File: src/rtl/xbar_pkg.sv
// Shared definitions for the crossbar drain path and the scheduler tree:
// drain FSM state encoding and the power-of-two helper used to size
// the source count from the source-id width.
package xbar_pkg;

    typedef enum logic {
        IDLE  = 1'b0,
        DRAIN = 1'b1
    } xbar_state_e;

    // Number of sources addressable by an id field of width w.
    function automatic int pow2(input int w);
        return 1 << w;
    endfunction

endpackage

File: src/rtl/xbar_src_mux.sv
// Source selector for the drain path: picks the data slice and valid bit
// of the latched source and decodes the one-hot per-source ready.
// The select depends only on the latched id, never on the scheduler.
module xbar_src_mux
    import xbar_pkg::*;
#(
    parameter int ID_WIDTH   = 5,
    parameter int DATA_WIDTH = 32,
    localparam int NUM       = pow2(ID_WIDTH)
) (
    input  logic                      en,
    input  logic [ID_WIDTH-1:0]       sel_id,
    input  logic [NUM*DATA_WIDTH-1:0] in_data,
    input  logic [NUM-1:0]            in_valid,
    input  logic                      out_ready,
    output logic [DATA_WIDTH-1:0]     sel_data,
    output logic                      sel_valid,
    output logic [NUM-1:0]            in_ready
);

    // Route the selected source to the output; ready goes back only to it.
    always_comb begin
        sel_data  = in_data[sel_id*DATA_WIDTH +: DATA_WIDTH];
        sel_valid = en && in_valid[sel_id];
        in_ready  = '0;
        for (int k = 0; k < NUM; k++) begin
            in_ready[k] = en && out_ready && (sel_id == ID_WIDTH'(k));
        end
    end

endmodule

File: src/rtl/xbar_drain.sv
// Crossbar drain engine: accepts the winner of the max-length scheduler
// tree while idle, then drains that many beats from the winning source
// before returning to idle for the next arbitration slot.
// Optional feature: define XBAR_DRAIN_BURST_CAP_EN to cap each granted
// burst at MAX_BURST beats.
module xbar_drain
    import xbar_pkg::*;
#(
    parameter int LEN_WIDTH  = 10,
    parameter int ID_WIDTH   = 5,
    parameter int DATA_WIDTH = 32,
    parameter int MAX_BURST  = 16,
    localparam int NUM       = pow2(ID_WIDTH)
) (
    input  logic                      clk,
    input  logic                      rst,
    input  logic [LEN_WIDTH-1:0]      sched_len,
    input  logic [ID_WIDTH-1:0]       sched_id,
    input  logic [NUM*DATA_WIDTH-1:0] in_data,
    input  logic [NUM-1:0]            in_valid,
    output logic [NUM-1:0]            in_ready,
    output logic [DATA_WIDTH-1:0]     out_data,
    output logic                      out_valid,
    input  logic                      out_ready,
    output logic                      out_last,
    output logic [ID_WIDTH-1:0]       out_id,
    output logic                      grant_valid,
    output logic [LEN_WIDTH-1:0]      grant_len,
    output logic                      busy
);

    xbar_state_e          state_q, state_d;
    logic [LEN_WIDTH-1:0] cnt_q, cnt_d;
    logic [ID_WIDTH-1:0]  cur_id_q, cur_id_d;
    logic                 grant_valid_q, grant_valid_d;
    logic [LEN_WIDTH-1:0] grant_len_q, grant_len_d;
    logic [LEN_WIDTH-1:0] granted_len;
    logic                 draining;
    logic                 sel_valid;
    logic                 xfer;

    assign draining = (state_q == DRAIN);

`ifdef XBAR_DRAIN_BURST_CAP_EN
    // Clamp the scheduler's queue length to the burst cap.
    always_comb begin
        granted_len = sched_len;
        if (32'(sched_len) > 32'(MAX_BURST)) begin
            granted_len = LEN_WIDTH'(MAX_BURST);
        end
    end
`else
    // Without the cap the whole queue length is granted.
    always_comb begin
        granted_len = sched_len;
    end

    logic unused_max_burst;
    assign unused_max_burst = (MAX_BURST != 0);
`endif

    xbar_src_mux #(
        .ID_WIDTH   (ID_WIDTH),
        .DATA_WIDTH (DATA_WIDTH)
    ) u_src_mux (
        .en        (draining),
        .sel_id    (cur_id_q),
        .in_data   (in_data),
        .in_valid  (in_valid),
        .out_ready (out_ready),
        .sel_data  (out_data),
        .sel_valid (sel_valid),
        .in_ready  (in_ready)
    );

    assign xfer = sel_valid && out_ready;

    // Next-state: grant from idle, count transfers down while draining.
    always_comb begin
        state_d       = state_q;
        cnt_d         = cnt_q;
        cur_id_d      = cur_id_q;
        grant_valid_d = 1'b0;
        grant_len_d   = grant_len_q;
        unique case (state_q)
            IDLE: begin
                if (sched_len != '0) begin
                    cur_id_d      = sched_id;
                    cnt_d         = granted_len;
                    grant_valid_d = 1'b1;
                    grant_len_d   = granted_len;
                    state_d       = DRAIN;
                end
            end
            DRAIN: begin
                if (xfer) begin
                    cnt_d = cnt_q - LEN_WIDTH'(1);
                    if (cnt_q == LEN_WIDTH'(1)) begin
                        state_d = IDLE;
                    end
                end
            end
            default: state_d = IDLE;
        endcase
    end

    // Control state with synchronous reset; reset abandons any burst.
    always_ff @(posedge clk) begin
        if (rst) begin
            state_q       <= IDLE;
            cnt_q         <= '0;
            cur_id_q      <= '0;
            grant_valid_q <= 1'b0;
        end else begin
            state_q       <= state_d;
            cnt_q         <= cnt_d;
            cur_id_q      <= cur_id_d;
            grant_valid_q <= grant_valid_d;
        end
    end

    // Granted length is only qualified by grant_valid, so it needs no reset.
    always_ff @(posedge clk) begin
        grant_len_q <= grant_len_d;
    end

    assign out_valid   = sel_valid;
    assign out_last    = draining && (cnt_q == LEN_WIDTH'(1));
    assign out_id      = cur_id_q;
    assign grant_valid = grant_valid_q;
    assign grant_len   = grant_len_q;
    assign busy        = draining;

endmodule

File: config.mk
export PLATFORM = sky130hd
export DESIGN_NAME = xbar_drain
export DESIGN_NICKNAME = d
export VERILOG_FILES = /design/src/rtl/xbar_pkg.sv /design/src/rtl/xbar_src_mux.sv /design/src/rtl/xbar_drain.sv
export SDC_FILE = /design/constraint.sdc
export NUM_CORES = 1
export LEC_CHECK = 0
export ABC_AREA = 1
export CAP_MARGIN = 30
export CORE_AREA = 2 2 445 447
export DETAILED_ROUTE_END_ITERATION = 8
export DIE_AREA = 0 0 447 449
export GPL_TIMING_DRIVEN = 0
export MAX_ROUTING_LAYER = met4
export PLACE_DENSITY_LB_ADDON = 0.25
export SLEW_MARGIN = 20
export SYNTH_ARGS = -nofsm -noshare
export SYNTH_HDL_FRONTEND = slang
export SYNTH_SLANG_ARGS = --single-unit
File: constraint.sdc
create_clock -name clk -period 2.4 [get_ports clk]
set_input_delay 0.24 -clock clk [delete_from_list [all_inputs] [get_ports clk]]
set_output_delay 0.24 -clock clk [all_outputs]
set_load 0.02 [all_outputs]
==> key figures, run 1 <==
Final layout
  • Final Core Density: 15.4%
  • Share of cells above drive strength 1: 28.6%
  • Final net count: 3899
  • P&R area growth vs syn: 245%
  • Final Non-Filler Cells: 5499
  • Fill cells: 22500

Critical path
  • CP required: 2160 ps
  • Setup crit end kind: output port
  • Crit path DAT: 2840 ps
  • Crit path kind: flip-flop to output port
  • Most common cell on crit path: buf_16
  • Crit path buf inv count: 7
  • Crit-path slowest cell: a22oi_2
  • CP peak stage delay: 550 ps
  • Critical path peak fanout: 5
  • Cell family with most CP delay: buffers and inverters
  • Worst-path cell chain: inv_4 > nand2_4 > inv_8 > buf_12 > buf_16 > buf_16 > a22oi_2 > a21oi_2 > nor4_4 > buf_6 > a21oi_4 > buf_8
  • CP Launch Type: flip-flop

Clock tree
  • CTS sink count: 27
  • CTS Buf Count: 3
  • Clock Path Buffers: 2
  • Clk slew on worst S/H paths: 90 ps
  • CTS tree: done
  • Clk Latency, worst-skew pair: 280 ps
  • CTS Root Buffer Type: clkbuf_16
  • H-Tree Depth: 1
  • Cts hold-fix bufs: 0

Power
  • Pwr dens: 299 nW/um^2
  • Leak: 10.4 nW
  • Peak supply drop: 0.283 mV

Global routing
  • Initial antenna violation count: 109
  • GR Util All Layers: 21.1%
  • Number of global-route vias before repair: 19400
  • Largest net degree at the start of global routing: 17
  • First-pass GRT wire length: 256 mm
  • Total grt overflow: 0

Die
  • Die width: 447 um
  • Row cnt: 163
  • Initial Util: 4.45%
  • Core Region: 196000 um^2
  • Die area: 201000 um^2
  • Die H: 449 um
  • IO Pins: 1157

Yosys
  • Syn Nets: 2572
  • Yosys warns: 0
  • Mapped Area: 8730 um^2
  • Flops & latches, synth: 27
  • Syn_area_per_cell: 5.84 um^2
  • Gate Count Post-Synth: 1496
  • Synth cell types: 38
  • Post-synthesis sequential area ratio: 7.34%

Placement
  • Pre-CTS setup slack: -2940 ps
  • Post-detail-place hpwl: 190 mm
  • Port Buffers: 1156
  • Placed cells: 5336
  • Placer Congestion: 0.885

Detailed routing
  • Drt via density: 3.54
  • DRC viols: 0
  • WL/cell: 39.8 um
  • Antenna-violating nets left: 0
  • DR vias: 19500
  • DR pass1 iterations: 5
  • Routed WL: 219 mm
  • Drt initial violations: 1591

Outcome
  • Status: finished with violations
  • Failing checks: setup timing

Timing
  • Setup TNS: -16960 ps
  • Final Critical Period: 3080 ps
  • Final hold slack: 531 ps
  • Final period util: 128%
  • Final Worst Setup Slack: -684 ps
  • Max-Slew Margin vs Limit: 24.4%
  • FMAX: 324 MHz
  • Hold Violations, Final: 0
  • Final Skew: 4.69 ps
  • Finish-stage setup viols: 33
  • Unrepaired setup endpoints after global routing: true
  • Worst-Margin Slew: 1130 ps
  • Slew Viols, Final: 0

Min path
  • Hold/Removal Path Class: flip-flop to flip-flop

Flow run
  • Max cap viols: 0
layout make-up:
class,instances,area (um^2),area share (%)
well taps,2640,3300,11.0
repair buffers,1331,13900,46.1
clock buffers,3,75.1,0.249
inverters,27,149,0.494
diodes,37,92.6,0.307
plain buffers,149,2260,7.51
multi-input cells,1284,9690,32.2
clock inverters,1,7.51,0.0249
flip-flops and latches,27,657,2.18
placed cells by master, fill, tap and decap left out, types with 26 or more instances in the layout:
| master | n |
|---|---|
| buf_4 | 84 |
| clkbuf_2 | 26 |
| clkdlybuf4s50_1 | 1091 |
| clkbuf_16 | 27 |
| nand2_2 | 59 |
| nand2_1 | 339 |
| a22oi_1 | 345 |
| buf_12 | 66 |
| a21oi_1 | 56 |
| a21oi_4 | 28 |
| a21oi_2 | 52 |
| buf_16 | 28 |
| a22oi_2 | 158 |
| nor2_1 | 60 |
| nand2_4 | 27 |
| buf_6 | 85 |
| diode_2 | 37 |
Yosys cell counts:
cell type | count | area (um^2)
nor4_1 | 22 | 138
nand3_2 | 1 | 10.0
ha_1 | 2 | 25.0
o21ai_0 | 15 | 75.1
inv_2 | 6 | 22.5
inv_1 | 20 | 75.1
edfxtp_1 | 10 | 300
clkbuf_1 | 73 | 274
or2_2 | 1 | 6.26
o22a_1 | 3 | 26.3
o31a_1 | 5 | 43.8
dfxtp_1 | 17 | 340
o21ai_1 | 1 | 5.00
a22oi_1 | 503 | 3780
a211oi_1 | 5 | 37.5
buf_4 | 3 | 22.5
nor3_1 | 19 | 95.1
nand4_1 | 10 | 62.6
a21boi_0 | 5 | 37.5
nand2_4 | 1 | 11.3
buf_2 | 64 | 320
xor2_1 | 2 | 17.5
o22ai_1 | 1 | 6.26
nand2_1 | 427 | 1600
nand3_1 | 20 | 100
nor2_1 | 77 | 289
mux2i_1 | 1 | 10.0
buf_1 | 14 | 52.6
clkinv_1 | 1 | 3.75
nor2_4 | 1 | 11.3
a31oi_1 | 9 | 56.3
a21oi_1 | 136 | 681
o31ai_1 | 2 | 15.0
nor2_8 | 1 | 20.0
nand2_2 | 1 | 6.26
o21bai_1 | 1 | 7.51
a221oi_1 | 12 | 105
buf_6 | 4 | 45.0
cell families after synthesis:
group,count (synthesis),share of synthesized area [%]
buffers and inverters,185,9.34
flip-flops,27,7.34
XOR/XNOR,2,0.201
multiplexers,1,0.115
AO/OA/AOI/OAI,698,55.8
adder cells (fa/ha/maj),2,0.286
AND/OR/NAND/NOR,581,26.9
power by group:
part | total, W | switching, W | internal [W]
Combinational | 0.00802 | 0.00435 | 0.00368
Sequential | 0.000556 | 0.0000458 | 0.000510
Clock | 0.000441 | 0.000212 | 0.000229
Total | 0.00902 | 0.00461 | 0.00441
worst register-to-register path, delay by kind of cell, from the launching register on:
| family | cells | cell delay [ps] |
|---|---|---|
| buffers and inverters | 6 | 710 |
| flip-flops | 1 | 430 |
| AND/OR/NAND/NOR | 11 | 1050 |
metrics by stage:
step | total power [W] | instance area, um^2
2_1_floorplan | 0.00222 | 8730
3_3_place_gp | 0.00690 | 23600
3_5_place_dp | 0.00708 | 24400
4_1_cts | 0.00881 | 28700
5_1_grt | 0.00941 | 30100
6_report | 0.00902 | 30100
worst paths after layout:
path | from | endpoint | slack, ps | cells past startpoint
worst min-delay path | cnt_q[1]$_SDFFE_PP0P_ | cnt_q[1]$_SDFFE_PP0P_ | 530 | 2
worst max register to register | out_id[0]$_SDFFE_PP0P_ | cnt_q[2]$_SDFFE_PP0P_ | 110 | 17
worst max-delay path | out_id[0]$_SDFFE_PP0P_ | out_data[31] | -680 | 12
worst min register to register | cnt_q[1]$_SDFFE_PP0P_ | cnt_q[1]$_SDFFE_PP0P_ | 530 | 2
timing repair:
action / CTS / global route
resized for setup: 1121 / 240
setup endpoints to repair: 81 / 66
pin swaps: 120 / 148
cloned: 6 / 7
buffers inserted: 73 / 47
registers in the layout (all words and copies together) (netlist names):
signal and count:
busy 1, grant_len 10, grant_valid 1, cnt_q 10
out_id 5
layer usage:
layer / GRT usage [%] / share of wire (%) / vias to the layer above
met2: 38.4 / 52 / 1172
met4: 2.47 / 1.6 / 0
met5: - / 0 / -
met3: 4.24 / 6.5 / 164
met1: 24.3 / 39 / 9719
li1: - / - / 8430
Note: power is estimated with default switching activity, not from simulation.
==> run 2, diff against run 1 <==
CORE_AREA = 2 2 452 454   (was 2 2 445 447)
DIE_AREA = 0 0 454 456   (was 0 0 447 449)
DONT_BUFFER_PORTS = 1   (was default)
SYNTH_HIERARCHICAL = 1   (was default)
==> key figures, run 2 <==
Critical path
  • CP required: 2160 ps (about the same)
  • Most common cell on crit path: buf_12
  • Critical path peak fanout: 6 (+1)
  • CP peak stage delay: 430 ps (-120 ps)
  • Crit-path slowest cell: dfxtp_4
  • Crit path kind: flip-flop to output port
  • Cell family with most CP delay: simple AND/OR/NAND/NOR gates
  • Crit path buf inv count: 6 (-1)
  • CP Launch Type: flip-flop
  • Crit path DAT: 2980 ps (+140 ps)
  • Setup crit end kind: output port
  • Worst-path cell chain: buf_12 > nor2_4 > buf_12 > buf_6 > buf_12 > buf_12 > nand2_1 > nand4_1 > nand2_1 > nand3_1 > nor2_2 > nor2_4 > buf_8

Yosys
  • Most frequent cell after synthesis: nand2_1
  • Syn Nets: 3428 (+33%)
  • Gate Count Post-Synth: 2352 (+57%)
  • Flops & latches, synth: 27 (unchanged)
  • Synth cell types: 32 (-16%)
  • Yosys warns: 6 (+6)
  • Yosys top cell by area: nand2_1
  • Synth async-reset ratio: 0% (unchanged)
  • Post-synthesis sequential area ratio: 6.17% (-1.2 points)
  • Synth Flop Type: dfxtp_1
  • Top cell type's share of synthesized area: 54.6% (+11 points)
  • Post-synth EDFFs: 10 (unchanged)
  • Area contributors post-synth: nand2_1 (55%), nand4_1 (9.9%), nor2_1 (6.0%)
  • Mapped Area: 10400 um^2 (+19%)
  • Top cells by count, synth: nand2_1 (1511), nor2_1 (166), nand4_1 (164)
  • Syn_area_per_cell: 4.41 um^2 (-24%)

Power
  • Leak: 7.16 nW (-31%)
  • Cell-internal power: 0.00232 W (-47%)
  • Pwr dens: 352 nW/um^2 (+18%)
  • Clock Power Share: 7.8% (+2.9 points)
  • Total Power: 0.00659 W (-27%)
  • Switching power: 0.00427 W (-7.3%)
  • Flop pwr share: 8.9% (+2.7 points)
  • Comb pwr share: 83.4% (-5.5 points)
  • Sw Ratio: 64.8% (+14 points)
  • Peak supply drop: 0.286 mV (+0.98%)

Global routing
  • Initial antenna violation count: 114 (+4.6%)
  • Total grt overflow: 0 (unchanged)
  • GR Util All Layers: 20.1% (-0.99 points)
  • Largest net degree at the start of global routing: 18 (+1)
  • Number of global-route vias before repair: 18100 (-6.7%)
  • First-pass GRT wire length: 249 mm (-2.7%)

Timing
  • Unrepaired setup endpoints after global routing: true
  • Max-Slew Margin vs Limit: 43.4% (+19 points)
  • Worst-Margin Slew: 843 ps (-290 ps)
  • Final Skew: 17.7 ps (+13.0 ps)
  • Slew Viols, Final: 0 (unchanged)
  • Finish-stage setup viols: 52 (+58%)
  • Final Worst Setup Slack: -818 ps (-135 ps)
  • Final Critical Period: 3220 ps (+135 ps)
  • FMAX: 311 MHz (-4.2%)
  • Final period util: 134% (+5.6 points)
  • Hold Violations, Final: 0 (unchanged)

Final layout
  • Share of cells above drive strength 1: 24.9% (-3.8 points)
  • Commonest non-fill, non-tap cells in the layout: nand2_1 (1390), nand4_1 (164), nor2_4 (85)
  • Final Core Density: 9.28% (-6.1 points)
  • Post-route cell area: 18700 um^2 (-38%)
  • Final net count: 3561 (-8.7%)
  • Commonest non-fill, non-tap cell in the layout: nand2_1
  • P&R area growth vs syn: 80.4%

Detailed routing
  • DR pass1 iterations: 6 (+1)
  • DRC viols: 0 (unchanged)
  • WL/cell: 41.0 um (+3.1%)
  • Drt via density: 3.62 (+2.0%)
  • DR vias: 18900 (-3.0%)
  • Routed WL: 214 mm (-2.0%)
  • Antenna-violating nets left: 0 (unchanged)
  • Drt initial violations: 2191 (+38%)

Outcome
  • Status: finished with violations
  • Failing checks: setup timing

Placement
  • Port Buffers: 0 (-100%)
  • Placer Congestion: 0.983 (+11%)
  • Placed cell area: 14300 um^2 (-41%)
  • Post-detail-place hpwl: 187 mm (-1.5%)

Die
  • Row cnt: 165 (+1.2%)
  • Die area: 207000 um^2 (+3.1%)
  • Die width: 454 um (+1.6%)
  • IO Pins: 1157 (unchanged)
  • Initial Util: 5.15% (+0.69 points)
  • Core Region: 202000 um^2 (+2.8%)
  • Die H: 456 um (+1.6%)

Clock tree
  • Clock Path Buffers: 2 (unchanged)
  • CTS sink count: 27 (unchanged)
  • H-Tree Depth: 1 (unchanged)
  • CTS tree: done
  • Clk Latency, worst-skew pair: 320 ps (+40 ps)
  • Clk slew on worst S/H paths: 110 ps (+20 ps)
  • CTS Root Buffer Type: clkbuf_16
  • CTS Buf Count: 3 (unchanged)

Flow run
  • Max cap viols: 0 (unchanged)

Min path
  • Hold/Removal Path Class: input port to flip-flop
-- run 2: cell types whose count changed after synthesis, moves of 15 or more --
cell	change
nand2_1	+1084
a22oi_1	-503
nand4_1	+154
nand3_1	+90
nor2_1	+89
a21oi_1	-64
o21ai_1	+48
buf_2	+46
clkbuf_1	-28
nor4_1	-22
o21ai_0	+17
nor3_1	-15
-- run 2: cell type report --
type                    count  area (um^2)
diodes                     73          183
inverters                  29          166
repair buffers            132         1750
multi-input cells        2127        10600
flip-flops and latches     27          661
plain buffers             165         1980
clock inverters             1         8.76
well taps                2672         3340
fillers                 24100       183000
clock buffers               3         75.1
-- run 2: path summary, 6_finish.rpt --
check	startpoint	endpoint	slack (ps)	depth (start not counted)
worst max-delay path	out_id[0]$_SDFFE_PP0P_	out_data[23]	-820	13
worst min-delay path	sched_len[2]	grant_len[2]$_DFFE_PP_	30	0
worst max register to register	out_id[1]$_SDFFE_PP0P_	cnt_q[6]$_SDFFE_PP0P_	-570	18
worst min register to register	cnt_q[6]$_SDFFE_PP0P_	cnt_q[6]$_SDFFE_PP0P_	520	2
-- run 2: worst register-to-register path, stage by stage, from the launching register on --
cell,delay [ps]
dfxtp_4,450
buf_12,170
inv_6,40
nor2_4,160
buf_12,170
buf_12,130
buf_4,110
buf_8,130
nand2_1,60
nand4_1,280
nand2_1,110
nand2_1,130
nor2_4,70
nor2_4,240
nand3_4,160
nand2_8,150
buf_12,150
nand3_4,70
a21oi_2,140
-- run 2: metal layers --
metal	part of all wire [%]	track usage [%]	vias to the layer above
li1	-	-	7885
met1	40	23.2	9419
met2	48	33.8	1371
met3	8.1	5.34	231
met4	3.7	6.16	0
met5	0	-	-
-- run 2: cells by family (layout without fill, tap and decap cells) --
| logic type | count (synthesis) | count (layout) | share of synthesized area [%] |
|---|---|---|---|
| fa+ha+maj | 2 | 2 | 0.241 |
| flops | 27 | 27 | 6.17 |
| compound gates | 159 | 159 | 7.88 |
| buf+inv | 198 | 330 | 8.79 |
| xor+xnor | 2 | 2 | 0.169 |
| simple gates | 1964 | 1964 | 76.7 |
| other cells | 0 | 73 | 0 |
-- run 2: what timing repair did --
action / 4_1_cts / 5_1_grt
hold endpoints to repair: 8 / 0
buffers inserted: 49 / 52
resized for setup: 588 / 302
hold buffers: 5 / 0
gates cloned: 0 / 5
pin swaps: 65 / 131
setup endpoints to repair: 92 / 61
-- run 2: power by group through the flow --
stage	clock [W]	combinational [W]	sequential [W]
final	0.000511	0.00549	0.000583
after detailed placement	0	0.00446	0.000592
after global routing	0.000560	0.00572	0.000590
after CTS	0.000572	0.00519	0.000584
after global placement	0	0.00430	0.000596
after floorplan	0	0.00174	0.000561
-- run 2: through the flow --
step	cells	worst slack, ps	hold slack [ps]	setup TNS (ps)
2_1_floorplan	2352	91.9	309	0
3_3_place_gp	5024	-3540	330	-160540
3_5_place_dp	5055	-2430	325	-115430
4_1_cts	5111	-1060	5.29	-29840
5_1_grt	5218	-846	13.3	-31700
6_report	5229	-818	27.4	-27580
==> run 3, diff against run 2 <==
CAP_MARGIN = 20   (was 30)
==> key figures, run 3 (synthesis gave the netlist of run 2 again) <==
Power
  • Peak supply drop: 0.280 mV (-2.1%)
  • Leak: 6.77 nW (-5.5%)
  • Pwr dens: 353 nW/um^2 (+0.35%)
  • Total Power: 0.00634 W (-3.7%)

Clock tree
  • CTS Root Buffer Type: clkbuf_16
  • H-Tree Depth: 1 (unchanged)
  • CTS sink count: 27 (unchanged)
  • Clk slew on worst S/H paths: 110 ps (about the same)
  • CTS tree: done
  • Clk Latency, worst-skew pair: 310 ps (about the same)
  • CTS Buf Count: 3 (unchanged)
  • Clock Path Buffers: 2 (unchanged)

Final layout
  • Share of cells above drive strength 1: 22.8% (-2.1 points)
  • Multi-input gate area: 10400 um^2 (-1.1%)
  • Final Core Density: 8.91% (-0.37 points)
  • Commonest non-fill, non-tap cell in the layout: nand2_1
  • Final net count: 3524 (-1.0%)
  • Register area: 661 um^2 (unchanged)
  • Commonest non-fill, non-tap cells in the layout: nand2_1 (1416), nand4_1 (164), nor2_4 (92)
  • Post-route cell area: 18000 um^2 (-4.0%)
  • Fill cells: 24100 (-0.046%)
  • P&R area growth vs syn: 73.2%

Timing
  • Hold Violations, Final: 0 (unchanged)
  • Final period util: 136% (+2.3 points)
  • Worst-Margin Slew: 1080 ps (+234 ps)
  • Final hold slack: 27.4 ps (-0.0236 ps)
  • Final Critical Period: 3270 ps (+55.9 ps)
  • Max-Slew Margin vs Limit: 28.2% (-15 points)
  • Final Skew: 14.3 ps (-3.41 ps)
  • Unrepaired setup endpoints after global routing: true
  • Finish-stage setup viols: 44 (-15%)
  • Final Worst Setup Slack: -874 ps (-55.9 ps)
  • FMAX: 305 MHz (-1.7%)
  • Setup TNS: -24750 ps (+2840 ps)
  • Slew Viols, Final: 0 (unchanged)

Critical path
  • Crit path kind: flip-flop to output port
  • Worst R2R Setup Slack: -610 ps (-40 ps)
  • Crit path DAT: 3030 ps (+50 ps)
  • CP required: 2160 ps (about the same)
  • Crit path buf inv count: 3 (-3)
  • Stages on worst setup path: 8 (-5)
  • Worst-path cell chain: buf_8 > buf_4 > buf_2 > a21oi_1 > o21ai_1 > nand3_1 > nor2_1 > nor2_4
  • Worst Reg-to-Reg Cells: 17 (-1)
  • Critical path peak fanout: 12 (+6)
  • CP Launch Type: flip-flop
  • CP peak stage delay: 670 ps (+240 ps)
  • Setup crit start: out_id[1]$_SDFFE_PP0P_
  • Crit-path slowest cell: nor2_1
  • Worst r2r src: out_id[1]$_SDFFE_PP0P_
  • R2r endpoint: cnt_q[0]$_SDFFE_PP0P_
  • Setup crit end kind: output port
  • Worst setup endpoint: out_data[23]
  • Cell family with most CP delay: simple AND/OR/NAND/NOR gates

Flow run
  • Max cap viols: 0 (unchanged)

Outcome
  • Status: finished with violations
  • Failing checks: setup timing

Min path
  • Hold/Removal Path Class: input port to flip-flop

Die
  • Die width: 454 um (unchanged)
  • Die area: 207000 um^2 (unchanged)
  • Core Region: 202000 um^2 (unchanged)
  • Initial Util: 5.15% (unchanged)
  • IO Pins: 1157 (unchanged)
  • Die H: 456 um (unchanged)
  • Row cnt: 165 (unchanged)

Detailed routing
  • Antenna-violating nets left: 0 (unchanged)
  • Drt initial violations: 2293 (+4.7%)
  • DR vias: 18700 (-0.86%)
  • DRC viols: 0 (unchanged)
  • Routed WL: 214 mm (-0.38%)
  • WL/cell: 41.0 um (about the same)
  • DR pass1 iterations: 6 (unchanged)
  • Drt via density: 3.60 (-0.40%)

Global routing
  • Initial antenna violation count: 120 (+5.3%)
  • Total grt overflow: 0 (unchanged)
  • GR Util All Layers: 20.2% (+0.061 points)
  • Largest net degree at the start of global routing: 18 (unchanged)
  • First-pass GRT wire length: 250 mm (+0.22%)
  • Number of global-route vias before repair: 17900 (-0.89%)

Placement
  • Port Buffers: 0 (unchanged)
  • Post-detail-place hpwl: 187 mm (-0.14%)
  • Placer Congestion: 0.983 (unchanged)
  • Placed cell area: 14100 um^2 (-1.4%)
run 3: cell types whose count changed in the layout (fill, tap and decap cells not counted), sizes merged:
cell    previous run  this run
diode             73        86
clkbuf            52        50
buf              243       208
run 3: worst min path at each step:
stage | startpoint | end | slack [ps] | depth (start not counted)
CTS | sched_len[2] | grant_len[2]$_DFFE_PP_ | 3 | 0
detailed placement | rst | cnt_q[7]$_SDFFE_PP0P_ | 320 | 1
global placement | rst | cnt_q[6]$_SDFFE_PP0P_ | 330 | 1
global route | sched_len[2] | grant_len[2]$_DFFE_PP_ | 9 | 0
floorplan | rst | cnt_q[6]$_SDFFE_PP0P_ | 310 | 1
finish | sched_len[2] | grant_len[2]$_DFFE_PP_ | 30 | 0
run 3: cell type report:
cell class,count,area share [%]
flip-flops and latches,27,3.68
multi-input cells,2127,58.1
well taps,2672,18.6
repair buffers,93,6.57
clock inverters,1,0.0487
inverters,29,0.828
clock buffers,3,0.418
diodes,86,1.20
plain buffers,167,10.6
run 3: metal layers:
metal	share of wire [%]	routed length [um]	GRT usage [%]
met1	40	85000	23.4
met2	49	104000	33.7
met3	8.3	17700	5.31
met4	3.2	6930	6.39
met5	0	0	-
run 3: timing repair:
action / CTS / global route
hold buffers: 5 / 0
pin swaps: 86 / 111
setup buffers: 48 / 27
hold endpoints to repair: 8 / 0
resized for setup: 658 / 135
endpoints found under the setup margin: 92 / 66
gates cloned: 2 / 1
run 3: where the power goes:
part | leakage [nW] | switching [W] | internal, W
logic | 6.48 | 0.00385 | 0.00140
clock network | 0.0420 | 0.000275 | 0.000235
registers | 0.242 | 0.0000748 | 0.000509
total | 6.77 | 0.00420 | 0.00214
run 3: worst register-to-register path, stage by stage (launching register included):
cell and delay, ps:
dfxtp_4 410, buf_8 160, nand2_2 90, inv_4 60, buf_12 150, buf_12 150, buf_8 160, nand2_2 160
nand4_1 370, nand2_1 200, nand3_2 100, nor2_4 200, nor2_4 110, nand3_4 130, nand2_8 100, buf_12 190
o21ai_2 110, nor2_1 70
run 3: per-stage QoR:
stage                     setup WS (ps)  std cells
after floorplan                    91.9       2352
after global placement            -3540       5024
after detailed placement          -2810       5038
after CTS                         -1110       5096
after global routing               -885       5194
final                              -874       5205
